==> src/rtl/sync_fifo.sv <==
// Single-clock FIFO with registered write ack / overflow / underflow pulses and combinational status.
// Define SYNC_FIFO_ASSERTIONS_EN to compile the embedded SVA checks.
module sync_fifo #(
    parameter int unsigned FIFO_WIDTH = 16,
    parameter int unsigned FIFO_DEPTH = 8
) (
    input  logic                  clk,
    input  logic                  rst_n,
    input  logic [FIFO_WIDTH-1:0] data_in,
    input  logic                  wr_en,
    input  logic                  rd_en,
    output logic [FIFO_WIDTH-1:0] data_out,
    output logic                  wr_ack,
    output logic                  overflow,
    output logic                  underflow,
    output logic                  full,
    output logic                  empty,
    output logic                  almostfull,
    output logic                  almostempty
);

    localparam int unsigned PtrW = (FIFO_DEPTH > 1) ? $clog2(FIFO_DEPTH) : 1;
    localparam int unsigned CntW = $clog2(FIFO_DEPTH) + 1;

    localparam logic [PtrW-1:0] LastPtr  = PtrW'(FIFO_DEPTH - 1);
    localparam logic [CntW-1:0] DepthCnt = CntW'(FIFO_DEPTH);
    localparam logic [CntW-1:0] AfCnt    = CntW'(FIFO_DEPTH - 1);

    logic [FIFO_WIDTH-1:0] mem [FIFO_DEPTH];

    logic [PtrW-1:0]       wr_ptr_q, wr_ptr_d;
    logic [PtrW-1:0]       rd_ptr_q, rd_ptr_d;
    logic [CntW-1:0]       count_q, count_d;
    logic [FIFO_WIDTH-1:0] data_out_d;
    logic                  wr_accept, rd_accept;
    logic                  wr_ack_d, overflow_d, underflow_d;

    // Explicit wrap compare so non-power-of-two depths work.
    function automatic logic [PtrW-1:0] ptr_inc(input logic [PtrW-1:0] ptr);
        return (ptr == LastPtr) ? '0 : ptr + PtrW'(1);
    endfunction

    always_comb begin
        full        = (count_q == DepthCnt);
        empty       = (count_q == '0);
        almostfull  = (count_q == AfCnt);
        almostempty = (count_q == CntW'(1));
    end

    always_comb begin
        wr_accept   = wr_en && !full;
        rd_accept   = rd_en && !empty;

        wr_ptr_d    = wr_accept ? ptr_inc(wr_ptr_q) : wr_ptr_q;
        rd_ptr_d    = rd_accept ? ptr_inc(rd_ptr_q) : rd_ptr_q;
        data_out_d  = rd_accept ? mem[rd_ptr_q] : data_out;

        wr_ack_d    = wr_accept;
        overflow_d  = wr_en && full;
        underflow_d = rd_en && empty;

        count_d = count_q;
        unique case ({wr_accept, rd_accept})
            2'b10:   count_d = count_q + CntW'(1);
            2'b01:   count_d = count_q - CntW'(1);
            default: count_d = count_q;
        endcase
    end

    always_ff @(posedge clk or negedge rst_n) begin
        if (!rst_n) begin
            wr_ptr_q  <= '0;
            rd_ptr_q  <= '0;
            count_q   <= '0;
            data_out  <= '0;
            wr_ack    <= 1'b0;
            overflow  <= 1'b0;
            underflow <= 1'b0;
        end else begin
            wr_ptr_q  <= wr_ptr_d;
            rd_ptr_q  <= rd_ptr_d;
            count_q   <= count_d;
            data_out  <= data_out_d;
            wr_ack    <= wr_ack_d;
            overflow  <= overflow_d;
            underflow <= underflow_d;
        end
    end

    // Storage is deliberately not reset; count and pointers define validity.
    always_ff @(posedge clk) begin
        if (wr_accept) begin
            mem[wr_ptr_q] <= data_in;
        end
    end

`ifdef SYNC_FIFO_ASSERTIONS_EN
    a_reset_outputs: assert property (@(posedge clk)
        !rst_n |-> (data_out == '0) && !wr_ack && !overflow);

    a_wr_ptr_step: assert property (@(posedge clk) disable iff (!rst_n)
        wr_accept |=> wr_ptr_q == (($past(wr_ptr_q) == LastPtr) ? '0 : $past(wr_ptr_q) + PtrW'(1)));

    a_rd_ptr_step: assert property (@(posedge clk) disable iff (!rst_n)
        rd_accept |=> rd_ptr_q == (($past(rd_ptr_q) == LastPtr) ? '0 : $past(rd_ptr_q) + PtrW'(1)));

    a_wr_ptr_hold: assert property (@(posedge clk) disable iff (!rst_n)
        !wr_accept |=> $stable(wr_ptr_q));

    a_rd_ptr_hold: assert property (@(posedge clk) disable iff (!rst_n)
        !rd_accept |=> $stable(rd_ptr_q));

    a_count_inc: assert property (@(posedge clk) disable iff (!rst_n)
        (wr_accept && !rd_accept) |=> count_q == $past(count_q) + CntW'(1));

    a_count_dec: assert property (@(posedge clk) disable iff (!rst_n)
        (!wr_accept && rd_accept) |=> count_q == $past(count_q) - CntW'(1));

    a_count_same: assert property (@(posedge clk) disable iff (!rst_n)
        (wr_accept == rd_accept) |=> $stable(count_q));

    a_ack_ovf_excl: assert property (@(posedge clk) disable iff (!rst_n)
        !(wr_ack && overflow));

    always_comb begin
        if (rst_n) begin
            a_count_max: assert (count_q <= DepthCnt);
            a_full:      assert (full == (count_q == DepthCnt));
            a_empty:     assert (empty == (count_q == '0));
            a_afull:     assert (almostfull == (count_q == AfCnt));
            a_aempty:    assert (almostempty == (count_q == CntW'(1)));
            a_full_empty: assert (!(full && empty));
        end
    end
`endif

endmodule

==> config.mk <==
export PLATFORM = sky130hd
export DESIGN_NAME = sync_fifo
export DESIGN_NICKNAME = d
export VERILOG_FILES = /design/src/rtl/sync_fifo.sv
export SDC_FILE = /design/constraint.sdc
export NUM_CORES = 1
export LEC_CHECK = 0
export ABC_AREA = 1
export BUFFER_PORTS_ARGS = -buffer_cell sky130_fd_sc_hd__buf_2
export CAP_MARGIN = 20
export CELL_PAD_IN_SITES_DETAIL_PLACEMENT = 1
export CELL_PAD_IN_SITES_GLOBAL_PLACEMENT = 1
export CORE_ASPECT_RATIO = 1.2
export CORE_MARGIN = 2
export CORE_UTILIZATION = 48
export CTS_CLUSTER_SIZE = 24
export DETAILED_ROUTE_END_ITERATION = 10
export PLACE_DENSITY = 0.81
export SYNTH_ARGS = -nofsm -noshare
export SYNTH_HDL_FRONTEND = slang
export SYNTH_SLANG_ARGS = --single-unit
export TNS_END_PERCENT = 30
==> constraint.sdc <==
create_clock -name clk -period 2.37 [get_ports clk]
set_input_delay 0.1185 -clock clk [delete_from_list [all_inputs] [get_ports clk]]
set_output_delay 0.1185 -clock clk [all_outputs]
set_load 0.05 [all_outputs]
==> metrics.txt <==
crit-path cells inv_1 > ha_1 > nand3_2 > nand2_2 > nor2_1 > inv_1 > nor2_1 > buf_4; compound-cell area share of the yosys netlist 0.8649%; clk sinks 157; worst rel slew slack 48.48%; Clk pwr share 25.9%; Seq. cell area 0.004571 sq mm; Max Fclk 476.9 MHz; Root Driver clkbuf_16; Critical Path Fanout Max 16; Core Area 0.01382 sq mm; Max VDD drop 677.3 uV; final WL 18120 um; multiplexer share of the synthesized area 0%; DRT Pass-1 Iters 5; overall routing resource usage 25.42%; largest net degree at the start of global routing 66; NumNets Final 732; worst-margin pin slew 0.7728 ns; area delta synth->final 13.89%; largest family of logic cells by synthesized area simple AND/OR/NAND/NOR gates; Hold Path Depth 1; XOR/XNOR Fraction of Synth Area 0.3865%; top_reg_cell synth edfxtp_1; wire per inst 20.42 um; # IOs 43; #FFs+latches synth 157; ANT cells 0; H-tree lvl count 4; area taken by multi-input logic gates 0.001550 sq mm; sequential share of power 37.7%; vias 4785; Die ar. 0.01514 sq mm; average vias per placed instance 5.395; global placer's final weighted congestion 0.8022; Hold Startpoint data_in[9]; area leader, netlist edfxtp_1; Synth top area share 56.53%; worst-case clock buffer depth 2; Internal 6.098 mW; Routed Antenna Nets 0; worst reg2reg path startpoint count_q[0]$_DFFE_PN0P_; ys async rst share 18.47%; initial drt markers 405; minimum clock period 2.097 ns; Initial Util 49.20%; Switching Fraction 39.61%; Core Util, Final 56.03%; Post-route DRC 0; cell area after synthesis 0.006799 sq mm; critical path class register to register; most common cell in the synthesized netlist nand2_1; setup TNS 0 ns; Worst-path clk slew 0.06 ns; Worst path max stage delay 0.46 ns; Min-Delay Path Class primary input to register; most frequent cells after synthesis nand2_1 (205), edfxtp_1 (128), inv_1 (115), nand3_1 (99), dfrtp_1 (29); RSZ-0062 raised after global routing no; Post-Synth Adder-Cell Area 1.472%; net switching power 4.000 mW; first-pass GRT wire length 28220 um; combinational power share 36.4%; Startpoint Class register; port buffer count 42; crit share post-route 88.47%; Clock Skew 0.007705 ns; Pleak 3.537 nW; Setup crit end kind register; initial antenna violation count 0; Yosys cell types 27; Synth Warn # 0; CTS resizes 0; max cap viols 0; EDFF count, synth 128; Fill cells 1507; hold_buf cts 4; Worst R2R End mem[5][15]$_DFFE_PP_; syn nets 676; HPWL reported at the end of detailed placement 11420 um; critical path's slowest cell dfrtp_1; reg2reg path depth 8; average size of a mapped cell 10.49 sq um; power density over cell area 1304 mW/mm^2; chip width 112.6 um; WP data required 2.48 ns; status finished clean; Gate Count Post-Synth 648; Hold Fails Final Rpt 0; vias in the first global route 5029; # rows 47; reg2reg setup slack 0.27 ns; sequential area share after synthesis 67.21%; Synth Area in Simple Gates 20.08%; Setup Buffers After CTS 0; arrival time at the worst endpoint 2.20 ns; share of layout cells above drive strength 1 13.27%; CTS tree yes; GRT overflow 0; Final Max Slew Viols 0; Final setup viols 0; worst skew pair latency 0.42 ns; Die H 134.4 um; Synth area leaders edfxtp_1 (57%), nand2_1 (11%), dfrtp_1 (11%); WHS Endpoint mem[7][9]$_DFFE_PP_; Num CTS Buffers 17
registers in the layout, summed over array words and instances, names as in the netlist:
name and cells:
data_out 16, underflow 1, count_q 4, wr_ack 1, overflow 1, wr_ptr_q 3, rd_ptr_q 3, mem 128
power by group through the flow:
stage | combinational [mW] | sequential (mW) | clock, mW
after floorplan | 2.17 | 4.30 | 0
after global placement | 3.41 | 3.81 | 0
after detailed placement | 3.61 | 3.85 | 0
after CTS | 3.69 | 3.80 | 2.65
after global routing | 4.06 | 3.85 | 2.74
final | 3.68 | 3.80 | 2.62
stage by stage:
stage               instance area [sq um]  hold WS [ns]  power, mW  worst slack (ns)  std cells
floorplan                            6799       -0.1771      6.472            0.1848        648
global placement                     7146        0.2219      7.224            0.4734        852
detailed placement                   7146        0.2365      7.459            0.3206        852
CTS                                  7744      0.005508      10.14            0.2896        887
global route                         7744       0.01644      10.65           0.02936        887
finish                               7744       0.01433      10.10            0.2732        887
layer usage:
metal	global-route usage, %	wire length, um	share of wire [%]	up-vias
met2	42.18	9231	51	175
met3	5.377	971	5.4	34
li1	-	-	-	2180
met5	0	0	0	-
met1	32.69	7505	41	2396
met4	10.30	408	2.3	0
worst max-delay path: cells and delay by family, from the launching register on:
family	cells	cell delay [ns]
flops	1	0.46
buf+inv	3	0.49
fa+ha+maj	1	0.26
simple gates	4	0.55
final cells by class:
class	count	share of cell area, %
inverters	120	5.849
flip-flops and latches	157	59.02
clock buffers	22	5.995
clock inverters	9	1.212
repair buffers	64	5.138
multi-input cells	344	20.02
well taps	171	2.763
worst max path at each step:
stage	start	to	slack (ns)
6_report	count_q[0]$_DFFE_PN0P_	mem[5][15]$_DFFE_PP_	0.27
5_1_grt	count_q[0]$_DFFE_PN0P_	count_q[3]$_DFFE_PN0P_	0.03
4_1_cts	count_q[0]$_DFFE_PN0P_	mem[0][5]$_DFFE_PP_	0.29
3_5_place_dp	count_q[0]$_DFFE_PN0P_	mem[0][5]$_DFFE_PP_	0.32
3_3_place_gp	count_q[0]$_DFFE_PN0P_	mem[6][3]$_DFFE_PP_	0.47
2_1_floorplan	count_q[0]$_DFFE_PN0P_	mem[1][0]$_DFFE_PP_	0.18
placed cells by master, fill, tap and decap left out, types with 2 or more instances in the layout:
cell / instances
nand3_1: 99
edfxtp_1: 128
nand2_1: 205
clkinv_1: 4
ha_1: 8
o22ai_1: 2
clkbuf_16: 17
bufinv_16: 2
inv_2: 3
nor2_1: 12
inv_1: 115
buf_4: 17
clkinv_2: 3
xnor2_1: 2
clkbuf_1: 3
clkbuf_8: 2
dlygate4sd3_1: 4
dfrtp_1: 28
buf_2: 42
o21ai_0: 3
o21ai_1: 3
nand3_2: 2
cells by family (layout without fill, tap and decap cells):
family,Yosys count,in the layout
AO/OA/AOI/OAI,10,10
AND/OR/NAND/NOR,323,323
XOR/XNOR,3,3
buffers and inverters,147,215
adder cells (fa/ha/maj),8,8
flip-flops,157,157
Note: power is estimated with default switching activity, not from simulation.
